$ cat src/rtl/stack_arbiter_if.sv
// Pin bundle between stack_arbiter, its two requesters and the shared Stack.
// slave is the arbiter's view; master is the combined requester/Stack side.
interface stack_arbiter_if #(
    parameter int WORD_RANGE = 8
);
    logic                  Req0;
    logic                  Req1;
    logic                  Op0;
    logic                  Op1;
    logic [WORD_RANGE-1:0] Wdata0;
    logic [WORD_RANGE-1:0] Wdata1;
    logic                  Ack0;
    logic                  Ack1;
    logic                  Err0;
    logic                  Err1;
    logic [WORD_RANGE-1:0] Rdata;
    logic                  Busy;
    logic                  Stk_Enable;
    logic                  Stk_Push;
    logic                  Stk_Pop;
    logic [WORD_RANGE-1:0] Stk_Data_in;
    logic [WORD_RANGE-1:0] Stk_Data_out;
    logic                  Stk_Full;
    logic                  Stk_Empty;

    modport slave (
        input  Req0, Req1, Op0, Op1, Wdata0, Wdata1,
        input  Stk_Data_out, Stk_Full, Stk_Empty,
        output Ack0, Ack1, Err0, Err1, Rdata, Busy,
        output Stk_Enable, Stk_Push, Stk_Pop, Stk_Data_in
    );

    modport master (
        output Req0, Req1, Op0, Op1, Wdata0, Wdata1,
        output Stk_Data_out, Stk_Full, Stk_Empty,
        input  Ack0, Ack1, Err0, Err1, Rdata, Busy,
        input  Stk_Enable, Stk_Push, Stk_Pop, Stk_Data_in
    );
endinterface

$ cat src/rtl/stack_arbiter.sv
// Round-robin arbiter sharing one Stack between two requesters; every push/pop
// becomes a single Enable pulse, with Full/Empty checked before issuing.
module stack_arbiter #(
    parameter int WORD_RANGE = 8
) (
    input  logic           Clk,
    input  logic           RstN,
    stack_arbiter_if.slave bus
);
    typedef enum logic [1:0] {
        IDLE    = 2'd0,
        ISSUE   = 2'd1,
        CAPTURE = 2'd2,
        RESP    = 2'd3
    } state_t;

    state_t                state_q, state_d;
    logic                  gnt_q, gnt_d;
    logic                  op_q, op_d;
    logic                  rr_last_q, rr_last_d;
    logic [WORD_RANGE-1:0] rdata_q, rdata_d;
    logic [WORD_RANGE-1:0] stk_data_in_q, stk_data_in_d;
    logic                  ack0_q, ack0_d;
    logic                  ack1_q, ack1_d;
    logic                  err0_q, err0_d;
    logic                  err1_q, err1_d;
    logic                  stk_enable_q, stk_enable_d;
    logic                  stk_push_q, stk_push_d;
    logic                  stk_pop_q, stk_pop_d;

    logic                  any_req;
    logic                  sel_gnt;
    logic                  sel_op;
    logic                  sel_illegal;
    logic [WORD_RANGE-1:0] sel_wdata;

    // A tie goes to whoever did not win last; Full/Empty are stable in IDLE.
    always_comb begin : arbitrate
        any_req = bus.Req0 | bus.Req1;
        if (bus.Req0 && bus.Req1) begin
            sel_gnt = ~rr_last_q;
        end else begin
            sel_gnt = bus.Req1;
        end
        sel_op      = sel_gnt ? bus.Op1 : bus.Op0;
        sel_wdata   = sel_gnt ? bus.Wdata1 : bus.Wdata0;
        sel_illegal = sel_op ? bus.Stk_Full : bus.Stk_Empty;
    end

    always_comb begin : next_state
        state_d       = state_q;
        gnt_d         = gnt_q;
        op_d          = op_q;
        rr_last_d     = rr_last_q;
        rdata_d       = rdata_q;
        ack0_d        = 1'b0;
        ack1_d        = 1'b0;
        err0_d        = 1'b0;
        err1_d        = 1'b0;
        stk_enable_d  = 1'b0;
        stk_push_d    = 1'b0;
        stk_pop_d     = 1'b0;
        stk_data_in_d = '0;

        case (state_q)
            IDLE: begin
                if (any_req) begin
                    gnt_d     = sel_gnt;
                    op_d      = sel_op;
                    rr_last_d = sel_gnt;
                    // Outputs are registered, so the ISSUE-cycle pins are loaded here.
                    if (sel_illegal) begin
                        state_d = RESP;
                        ack0_d  = ~sel_gnt;
                        ack1_d  = sel_gnt;
                        err0_d  = ~sel_gnt;
                        err1_d  = sel_gnt;
                    end else begin
                        state_d       = ISSUE;
                        stk_enable_d  = 1'b1;
                        stk_push_d    = sel_op;
                        stk_pop_d     = ~sel_op;
                        stk_data_in_d = sel_wdata;
                    end
                end
            end
            ISSUE: begin
                state_d = CAPTURE;
            end
            CAPTURE: begin
                if (!op_q) begin
                    rdata_d = bus.Stk_Data_out;
                end
                ack0_d  = ~gnt_q;
                ack1_d  = gnt_q;
                state_d = RESP;
            end
            RESP: begin
                state_d = IDLE;
            end
            default: begin
                state_d = IDLE;
            end
        endcase
    end

    always_ff @(posedge Clk or posedge RstN) begin : regs
        if (RstN) begin
            state_q       <= IDLE;
            gnt_q         <= 1'b0;
            op_q          <= 1'b0;
            rr_last_q     <= 1'b1;
            rdata_q       <= '0;
            stk_data_in_q <= '0;
            ack0_q        <= 1'b0;
            ack1_q        <= 1'b0;
            err0_q        <= 1'b0;
            err1_q        <= 1'b0;
            stk_enable_q  <= 1'b0;
            stk_push_q    <= 1'b0;
            stk_pop_q     <= 1'b0;
        end else begin
            state_q       <= state_d;
            gnt_q         <= gnt_d;
            op_q          <= op_d;
            rr_last_q     <= rr_last_d;
            rdata_q       <= rdata_d;
            stk_data_in_q <= stk_data_in_d;
            ack0_q        <= ack0_d;
            ack1_q        <= ack1_d;
            err0_q        <= err0_d;
            err1_q        <= err1_d;
            stk_enable_q  <= stk_enable_d;
            stk_push_q    <= stk_push_d;
            stk_pop_q     <= stk_pop_d;
        end
    end

    assign bus.Ack0        = ack0_q;
    assign bus.Ack1        = ack1_q;
    assign bus.Err0        = err0_q;
    assign bus.Err1        = err1_q;
    assign bus.Rdata       = rdata_q;
    assign bus.Busy        = (state_q != IDLE);
    assign bus.Stk_Enable  = stk_enable_q;
    assign bus.Stk_Push    = stk_push_q;
    assign bus.Stk_Pop     = stk_pop_q;
    assign bus.Stk_Data_in = stk_data_in_q;
endmodule

$ cat src/flat_wrapper.sv
// flat-port wrapper written by rule: the top's interface ports become plain ports
module stack_arbiter_flat 
#(
    parameter int WORD_RANGE = 8
)
  (Clk, RstN, bus_Req0, bus_Req1, bus_Op0, bus_Op1, bus_Wdata0, bus_Wdata1, bus_Stk_Data_out, bus_Stk_Full, bus_Stk_Empty, bus_Ack0, bus_Ack1, bus_Err0, bus_Err1, bus_Rdata, bus_Busy, bus_Stk_Enable, bus_Stk_Push, bus_Stk_Pop, bus_Stk_Data_in);
  stack_arbiter_if #(.WORD_RANGE(WORD_RANGE)) bus_i ();
  input  logic Clk;
  input  logic RstN;
  input wire logic [$bits(bus_i.Req0)-1:0] bus_Req0;
  input wire logic [$bits(bus_i.Req1)-1:0] bus_Req1;
  input wire logic [$bits(bus_i.Op0)-1:0] bus_Op0;
  input wire logic [$bits(bus_i.Op1)-1:0] bus_Op1;
  input wire logic [$bits(bus_i.Wdata0)-1:0] bus_Wdata0;
  input wire logic [$bits(bus_i.Wdata1)-1:0] bus_Wdata1;
  input wire logic [$bits(bus_i.Stk_Data_out)-1:0] bus_Stk_Data_out;
  input wire logic [$bits(bus_i.Stk_Full)-1:0] bus_Stk_Full;
  input wire logic [$bits(bus_i.Stk_Empty)-1:0] bus_Stk_Empty;
  output wire logic [$bits(bus_i.Ack0)-1:0] bus_Ack0;
  output wire logic [$bits(bus_i.Ack1)-1:0] bus_Ack1;
  output wire logic [$bits(bus_i.Err0)-1:0] bus_Err0;
  output wire logic [$bits(bus_i.Err1)-1:0] bus_Err1;
  output wire logic [$bits(bus_i.Rdata)-1:0] bus_Rdata;
  output wire logic [$bits(bus_i.Busy)-1:0] bus_Busy;
  output wire logic [$bits(bus_i.Stk_Enable)-1:0] bus_Stk_Enable;
  output wire logic [$bits(bus_i.Stk_Push)-1:0] bus_Stk_Push;
  output wire logic [$bits(bus_i.Stk_Pop)-1:0] bus_Stk_Pop;
  output wire logic [$bits(bus_i.Stk_Data_in)-1:0] bus_Stk_Data_in;
  assign bus_i.Req0 = bus_Req0;
  assign bus_i.Req1 = bus_Req1;
  assign bus_i.Op0 = bus_Op0;
  assign bus_i.Op1 = bus_Op1;
  assign bus_i.Wdata0 = bus_Wdata0;
  assign bus_i.Wdata1 = bus_Wdata1;
  assign bus_i.Stk_Data_out = bus_Stk_Data_out;
  assign bus_i.Stk_Full = bus_Stk_Full;
  assign bus_i.Stk_Empty = bus_Stk_Empty;
  assign bus_Ack0 = bus_i.Ack0;
  assign bus_Ack1 = bus_i.Ack1;
  assign bus_Err0 = bus_i.Err0;
  assign bus_Err1 = bus_i.Err1;
  assign bus_Rdata = bus_i.Rdata;
  assign bus_Busy = bus_i.Busy;
  assign bus_Stk_Enable = bus_i.Stk_Enable;
  assign bus_Stk_Push = bus_i.Stk_Push;
  assign bus_Stk_Pop = bus_i.Stk_Pop;
  assign bus_Stk_Data_in = bus_i.Stk_Data_in;
  stack_arbiter #(.WORD_RANGE(WORD_RANGE)) u_core (.Clk(Clk), .RstN(RstN), .bus(bus_i));
endmodule
$ cat config.mk
export PLATFORM = sky130hd
export DESIGN_NAME = stack_arbiter_flat
export DESIGN_NICKNAME = d
export VERILOG_FILES = /design/src/rtl/stack_arbiter_if.sv /design/src/rtl/stack_arbiter.sv /design/src/flat_wrapper.sv
export SDC_FILE = /design/constraint.sdc
export NUM_CORES = 1
export LEC_CHECK = 0
export CAP_MARGIN = 20
export CORE_MARGIN = 4
export CORE_UTILIZATION = 36
export CTS_CLUSTER_SIZE = 10
export DETAILED_ROUTE_END_ITERATION = 12
export PLACE_DENSITY_LB_ADDON = 0.2
export SYNTH_ARGS = -nofsm -noshare
export SYNTH_HDL_FRONTEND = slang
export SYNTH_SLANG_ARGS = --single-unit
export TNS_END_PERCENT = 50
$ cat constraint.sdc
create_clock -name Clk -period 1.49 [get_ports Clk]
set_input_delay 0.149 -clock Clk [delete_from_list [all_inputs] [get_ports Clk]]
set_output_delay 0.149 -clock Clk [all_outputs]
set_load 0.1 [all_outputs]
# Yosys cells after proc, flatten, opt, wreduce, memory -nomap -nowiden
# Index checks and enable logic that the tools add are counted.
[op_classes]
bitwise_logic = 6
n_eq_ne = 4
n_mux = 27
reduce_logical = 5
[ops]
columns = ["cell", "n"]
rows = [
  ["8-bit 2-to-1 mux", 4],
  ["1-bit 2-to-1 mux", 18],
  ["2-bit case mux with 4 select lines", 1],
  ["1-bit NOT", 5],
  ["2-bit equality test, second input constant", 2],
  ["2-bit 2-to-1 mux", 2],
  ["1-bit case mux with 2 select lines", 2],
  ["2-bit AND reduction", 2],
  ["2-bit by 1-bit equality test with 1-bit output, second input constant", 1],
  ["2-bit zero test", 1],
  ["2-bit by 1-bit != test with 1-bit output, second input constant", 1],
  ["2-bit nonzero test", 1],
  ["1-bit logical AND", 1],
  ["1-bit bitwise OR", 1],
]
[totals]
output_inout_bits = 24
regBits = 28
wordCells = 55
in_bits = 32

# Depth between registers and ports, before layout
# Gate-level depths: netlist of run 1.
[logic_depth]
word_depth = 7
depth_mapped = 6
mapped_depth_nobuf = 5

# Worst setup path before layout of run 1
# No wires, ideal clock.
[synth_path]
path_kind = "register to output"
startpoint = "register u_core.state_q[1]"
endpoint = "output port bus_Busy"
path_slack_ns = 0.049
n_path_buf = 1
stages_incl_launch_ff = 5
arrival_time_ns = 1.292
required_time_ns = 1.341
cell_sequence = "dfrtp_1 > inv_1 > ha_1 > buf_2 > inv_1"
[synth_between]
elab_chain_len = 1
[synth_rtl]
columns = ["element", "line_no", "source"]
rows = [
  ["start: declaration", "stack_arbiter.sv:17", "state_t state_q, state_d;"],
  ["start signal: assignment", "stack_arbiter.sv:123", "state_q <= state_d;"],
  ["2-bit nonzero test", "stack_arbiter.sv:144", "assign bus.Busy = (state_q != IDLE);"],
  ["end: declaration", "flat_wrapper.sv:24", "output wire logic [$bits(bus_i.Busy)-1:0] bus_Busy;"],
]
# No other way between the ends.

# Worst setup path in the final report of run 1
# Ends and elaborated chain as after synthesis.

==> results of run 1 <==
state kept, by name, indices dropped and copies added, names as in the netlist:
name and cells:
u_core.rr_last_q 1, u_core.bus.Ack0 1, u_core.bus.Err0 1, u_core.bus.Rdata 8, u_core.gnt_q 1, u_core.bus.Stk_Push 1, u_core.bus.Stk_Enable 1, u_core.state_q 2
u_core.bus.Err1 1, u_core.bus.Stk_Pop 1, u_core.bus.Stk_Data_in 8, u_core.op_q 1, u_core.bus.Ack1 1
placed cells by master, fill, tap and decap left out, types with 2 or more instances in the layout:
| cell | netlist | routed |
|---|---|---|
| clkdlybuf4s50_1 | 0 | 31 |
| dfrtp_1 | 27 | 27 |
| buf_12 | 0 | 24 |
| buf_4 | 0 | 14 |
| mux2i_1 | 10 | 10 |
| mux2_2 | 8 | 8 |
| nor3_2 | 8 | 8 |
| a31oi_1 | 3 | 3 |
| mux2_4 | 3 | 3 |
| o21ai_1 | 3 | 3 |
| nor2_1 | 3 | 3 |
| inv_2 | 0 | 3 |
| clkbuf_4 | 0 | 3 |
| nor2b_1 | 2 | 2 |
| a21o_1 | 2 | 2 |
| nor3b_1 | 2 | 2 |
| inv_1 | 5 | 2 |
per-stage QoR:
stage	total power, mW	cell area, sq um	util
2_1_floorplan	3.28	1220	-
3_3_place_gp	4.51	2120	0.674
3_5_place_dp	4.58	2120	0.674
4_1_cts	5.09	2180	0.692
5_1_grt	5.37	2220	0.705
6_report	5.17	2220	0.705
synthesized netlist by cell type (3+ instances only):
master | n | share of area
dfrtp_1 | 27 | 0.55
mux2i_1 | 10 | 0.082
mux2_2 | 8 | 0.074
nor3_2 | 8 | 0.066
inv_1 | 5 | 0.015
a31oi_1 | 3 | 0.015
buf_2 | 3 | 0.012
mux2_4 | 3 | 0.037
nor2_1 | 3 | 0.0092
o21ai_1 | 3 | 0.012
metal layers:
layer	vias to the layer above	track usage	wire (um)
met3	2	0.0408	186
met1	451	0.135	1090
met5	-	0	0
met4	0	0.0431	19
met2	33	0.232	1460
li1	453	-	-
timing repair:
| item | CTS | global route |
|---|---|---|
| endpoints found under the setup margin | 1 | 1 |
| resized for setup | 4 | 2 |
| setup buffers | 0 | 4 |
worst paths after layout:
| kind | startpoint | end | slack (ns) | cells after the start |
|---|---|---|---|---|
| worst max-delay path | u_core.state_q[1] | bus_Busy | 0.06 | 5 |
| worst min-delay path | RstN | u_core.bus.Rdata[1] | 0.17 | 3 |
| worst max register to register | u_core.state_q[0] | u_core.bus.Rdata[3] | 0.08 | 5 |
| worst min register to register | u_core.op_q | u_core.op_q | 0.52 | 2 |
| max in group asynchronous | RstN | u_core.rr_last_q | 1.01 | 3 |
| min in group Clk | bus_Stk_Full | u_core.bus.Stk_Push | 0.41 | 2 |
logic make-up after synthesis:
kind of cell             synth area share
AND/OR/NAND/NOR                     0.110
flip-flops                          0.574
adder cells (fa/ha/maj)            0.0205
AO/OA/AOI/OAI                      0.0665
buffers and inverters              0.0368
multiplexers                        0.192
final cells by class:
class,count,area share
multi-input combinational,52,0.219
clock buffer,3,0.0101
inverter,5,0.00844
clock inverter,1,0.0135
sequential,28,0.316
timing repair buffer,70,0.408
tap,44,0.0248
power by group through the flow:
stage	clock [mW]	sequential, mW	combinational (mW)
after global routing	0.528	1.29	3.56
after detailed placement	0	1.28	3.30
after CTS	0.499	1.26	3.32
final	0.488	1.26	3.42
after floorplan	0	2.52	0.757
after global placement	0	1.26	3.25
tightest hold or removal path, cell delays in order:
cell,delay [ns]
clkdlybuf4s50_1,0.40
inv_1,0.05
buf_4,0.32
==> impl_metrics.yaml, run 1 <==
power_and_ir_drop:
  p_leak_nw: 1.00
  combPwrFrac: 0.662
  powerDensity_mw_per_mm2: 2320
  p_switching_mw: 2.50
  ir_worst_vdd_mv: 1.20
  switching_share: 0.484
  intPower_mw: 2.66
  p_seq_frac: 0.244
  clock_power_share: 0.094
floorplanning:
  io_pins: 56
  die_h_um: 66.3
  dieWidth_um: 66.3
  design.core.area_sq_mm: 0.00315
  die_area_sq_mm: 0.00439
  initial_core_util: 0.388
  fp-row-count: 20
logic_synthesis:
  yosysWarnings: 0
  yosysSeqAreaShare: 0.574
  syn_inst: 89
  synthFlopType: "dfrtp_1"
  yosysUniqueCellTypes: 22
  synth_seq_cells: 28
  synth-async-reset-ratio: 1.00
  synth_area_per_cell_sq_um: 13.7
  synth_fp_nets: 123
  synth_edf_count: 0
  synthesis.area_sq_mm: 0.00122
timing:
  finalSetupTns_ns: 0
  relSlewSlack: 0.772
  worst_pin_slew_ns: 0.342
  finClkSkew_ns: 0.00931
  drv_slew: 0
  layout_min_cycle_time_ns: 1.43
  final-setup-viol-count: 0
  worst_slack_ns: 0.0627
  finalHoldViolations: 0
  whs_ns: 0.170
  finalCritPeriodShare: 0.958
  rsz0062_at_grt: "no"
  max_freq_mhz: 701
placement:
  placed_cells: 195
  gp_congestion: 0.723
  place.port_buffers: 55
  place_ws_ns: -0.118
  hpwl_um: 2240
route:
  drc: 0
  firstDrtPassIters: 3
  drt_iter0_markers: 14
  wirelength_um: 2750
  vias_per_cell: 4.63
  num_vias: 939
  wl_per_cell_um: 13.6
  ant_nets: 0
run_status:
  outcome: "completed"
layout:
  diodes: 0
  drive_gt1_frac: 0.428
  fillerInstances: 236
  multi_input_area_sq_um: 488
  num-nets-final: 194
  syn_to_final_growth_pct: 81.9
  finalNonFillerCells: 203
  seq_area_sq_um: 702
worst_setup_path:
  critPathMostFrequentCell: "inv_2"
  slowest_delay_ns: 0.41
  cp_slowest_cell: "dfrtp_1"
  crit_family: "flip-flops"
  end_kind: "output port"
  crit_type: "reg2out"
  path_cells: "inv_2 -> ha_4 -> buf_6 -> inv_2 -> buf_12"
  cp-start-kind: "flip-flop"
  crit_required_ns: 1.34
  path_buf_inv: 4
  cp_max_fo: 5
  arrival_ns: 1.28
global_routing:
  grt_pass1_vias: 965
  antenna_found_initial: 0
  globalRoute.totalOverflow: 0
  grt_use_total: 0.127
  grt_max_degree: 29
  grt_pass1_wl_um: 4190
worst_hold_path:
  hold_class: "in2async"
clock_network:
  root_buffer: "clkbuf_4"
  cts_tree: "yes"
  cts_max_path_buffers: 2
  cts_made_buffers: 3
  clock_latency_ns: 0.32
  cts.clk_slew.worst_paths_ns: 0.15
  hold_buffers: 0
  cts.sinks: 28
  cts-htree-levels: 1
flow_run:
  max-cap-violations: 0
Power figures use the tool's default switching activity.
==> run 2, diff against run 1 <==
--- a/config.mk
+++ b/config.mk
@@ -10,6 +10,7 @@
 export CORE_UTILIZATION = 36
 export CTS_CLUSTER_SIZE = 10
 export DETAILED_ROUTE_END_ITERATION = 12
+export GPL_TIMING_DRIVEN = 0
 export PLACE_DENSITY_LB_ADDON = 0.2
 export SYNTH_ARGS = -nofsm -noshare
 export SYNTH_HDL_FRONTEND = slang
==> run 2 against run 1 <==
Against the previous run:
- register-to-register slack worse by 0.02 ns
- fmax down 1.5%
- sequential share of layout area grew 4.5 points
- flip-flop and latch count stayed put
- sequential power decreased by 9%
- non-clock buffer count down 10
- critical path depth unchanged
- largest power group unchanged
- highest routed layer unchanged
==> impl_metrics.yaml, run 2 (synthesis gave the netlist of run 1 again) <==
run_status:
  outcome: "completed"
layout:
  syn_to_final_growth_pct: 59.4
  utilization: 0.618
  drive_gt1_frac: 0.396
  num-nets-final: 184
  diodes: 0
  layout_commonest_cell: "clkdlybuf4s50_1"
  mostFrequentLayoutCells: "clkdlybuf4s50_1 (31), dfrtp_1 (27), clkdlybuf4s15_2 (23), mux2i_1 (10)"
timing:
  worst_pin_slew_ns: 0.555
  finalHoldViolations: 0
  relSlewSlack: 0.632
  finalCritPeriodShare: 0.973
  drv_slew: 0
  finClkSkew_ns: 0.00579
  rsz0062_at_grt: "yes"
  final-setup-viol-count: 0
  max_freq_mhz: 690
  layout_min_cycle_time_ns: 1.45
  finalSetupTns_ns: 0
power_and_ir_drop:
  finalPower_mw: 4.27
  p_leak_nw: 0.845
  ir_worst_vdd_mv: 0.781
  powerDensity_mw_per_mm2: 2190
route:
  wl_per_cell_um: 13.3
  firstDrtPassIters: 4
  ant_nets: 0
  drt_iter0_markers: 6
  drc: 0
  wirelength_um: 2570
  num_vias: 890
  vias_per_cell: 4.61
clock_network:
  cts_made_buffers: 3
  cts_max_path_buffers: 2
  cts.clk_slew.worst_paths_ns: 0.14
  cts_resized: 81
  root_buffer: "clkbuf_4"
  cts_tree: "yes"
  postCtsSetupBuffers: 0
  cts.sinks: 28
  cts-htree-levels: 1
  hold_buffers: 0
  clock_latency_ns: 0.31
placement:
  gp_congestion: 0.661
  hpwl_um: 1980
  place.port_buffers: 55
worst_setup_path:
  cp_max_fo: 10
  cp_slowest_cell: "dfrtp_1"
  regToRegSetupSlack_ns: 0.06
  crit_type: "reg2out"
  r2r_cells: 5
  arrival_ns: 1.30
  timing.rr.end: "u_core.bus.Rdata[4]"
  path_cells: "inv_1 -> ha_1 -> buf_6 -> inv_4 -> buf_12"
  slowest_delay_ns: 0.40
  crit_required_ns: 1.34
  end_kind: "output port"
  rr_startpoint: "u_core.state_q[0]"
  cp-start-kind: "flip-flop"
global_routing:
  antenna_found_initial: 0
  grt_pass1_wl_um: 4060
  grt_use_total: 0.119
  grt_pass1_vias: 877
  grt_max_degree: 29
  globalRoute.totalOverflow: 0
floorplanning:
  initial_core_util: 0.388
  die_h_um: 66.3
  design.core.area_sq_mm: 0.00315
  die_area_sq_mm: 0.00439
  io_pins: 56
  fp-row-count: 20
  dieWidth_um: 66.3
worst_hold_path:
  hold_class: "in2async"
flow_run:
  max-cap-violations: 0
-- run 2: cell types whose count changed in the layout (fill, tap and decap cells not counted), moves of 2 or more --
| cell | before | now |
|---|---|---|
| buf_12 | 24 | 1 |
| buf_4 | 14 | 2 |
| clkdlybuf4s15_2 | 0 | 23 |
| inv_2 | 3 | 1 |
-- run 2: worst max-delay path, delay by kind of cell, from the launching register on --
kind / cells / cell delay, ns
buf+inv: 4 / 0.40
flops: 1 / 0.40
fa+ha+maj: 1 / 0.18
-- run 2: power breakdown --
| group | total [mW] | switching, mW | internal (mW) |
|---|---|---|---|
| clock | 0.309 | 0.204 | 0.105 |
| sequential | 1.15 | 0.124 | 1.03 |
| combinational | 2.82 | 2.02 | 0.796 |
-- run 2: worst max path at each step --
stage                      start  endpoint  slack [ns]  depth (start not counted)
3_5_place_dp   u_core.state_q[1]  bus_Busy       -0.58                          5
5_1_grt        u_core.state_q[1]  bus_Busy       -0.03                          5
4_1_cts        u_core.state_q[1]  bus_Busy       -0.04                          5
6_report       u_core.state_q[1]  bus_Busy        0.04                          5
2_1_floorplan  u_core.state_q[1]  bus_Busy        0.05                          4
3_3_place_gp   u_core.state_q[1]  bus_Busy       -0.56                          5
-- run 2: metrics by stage --
step	setup WS, ns	instance area, sq um	hold slack (ns)	cells
3_5_place_dp	-0.580	1830	0.492	188
6_report	0.0405	1950	0.0767	193
3_3_place_gp	-0.560	1830	0.481	188
4_1_cts	-0.0404	1900	0.404	192
5_1_grt	-0.0302	1950	0.0807	193
2_1_floorplan	0.0490	1220	0.214	89
-- run 2: layout make-up --
type / instances / area [sq um]
timing repair buffer: 56 / 617
multi-input combinational: 52 / 489
fill: 269 / 1200
buffer: 4 / 37.5
inverter: 5 / 21.3
tap: 44 / 55.1
sequential: 28 / 702
clock buffer: 4 / 26.3
-- run 2: metal layers --
layer / GRT usage / vias to the layer above / share of wire
li1: - / 432 / -
met1: 0.147 / 421 / 0.41
met2: 0.200 / 35 / 0.50
met3: 0.0323 / 2 / 0.083
met4: 0.0381 / 0 / 0.0062
met5: 0 / - / 0
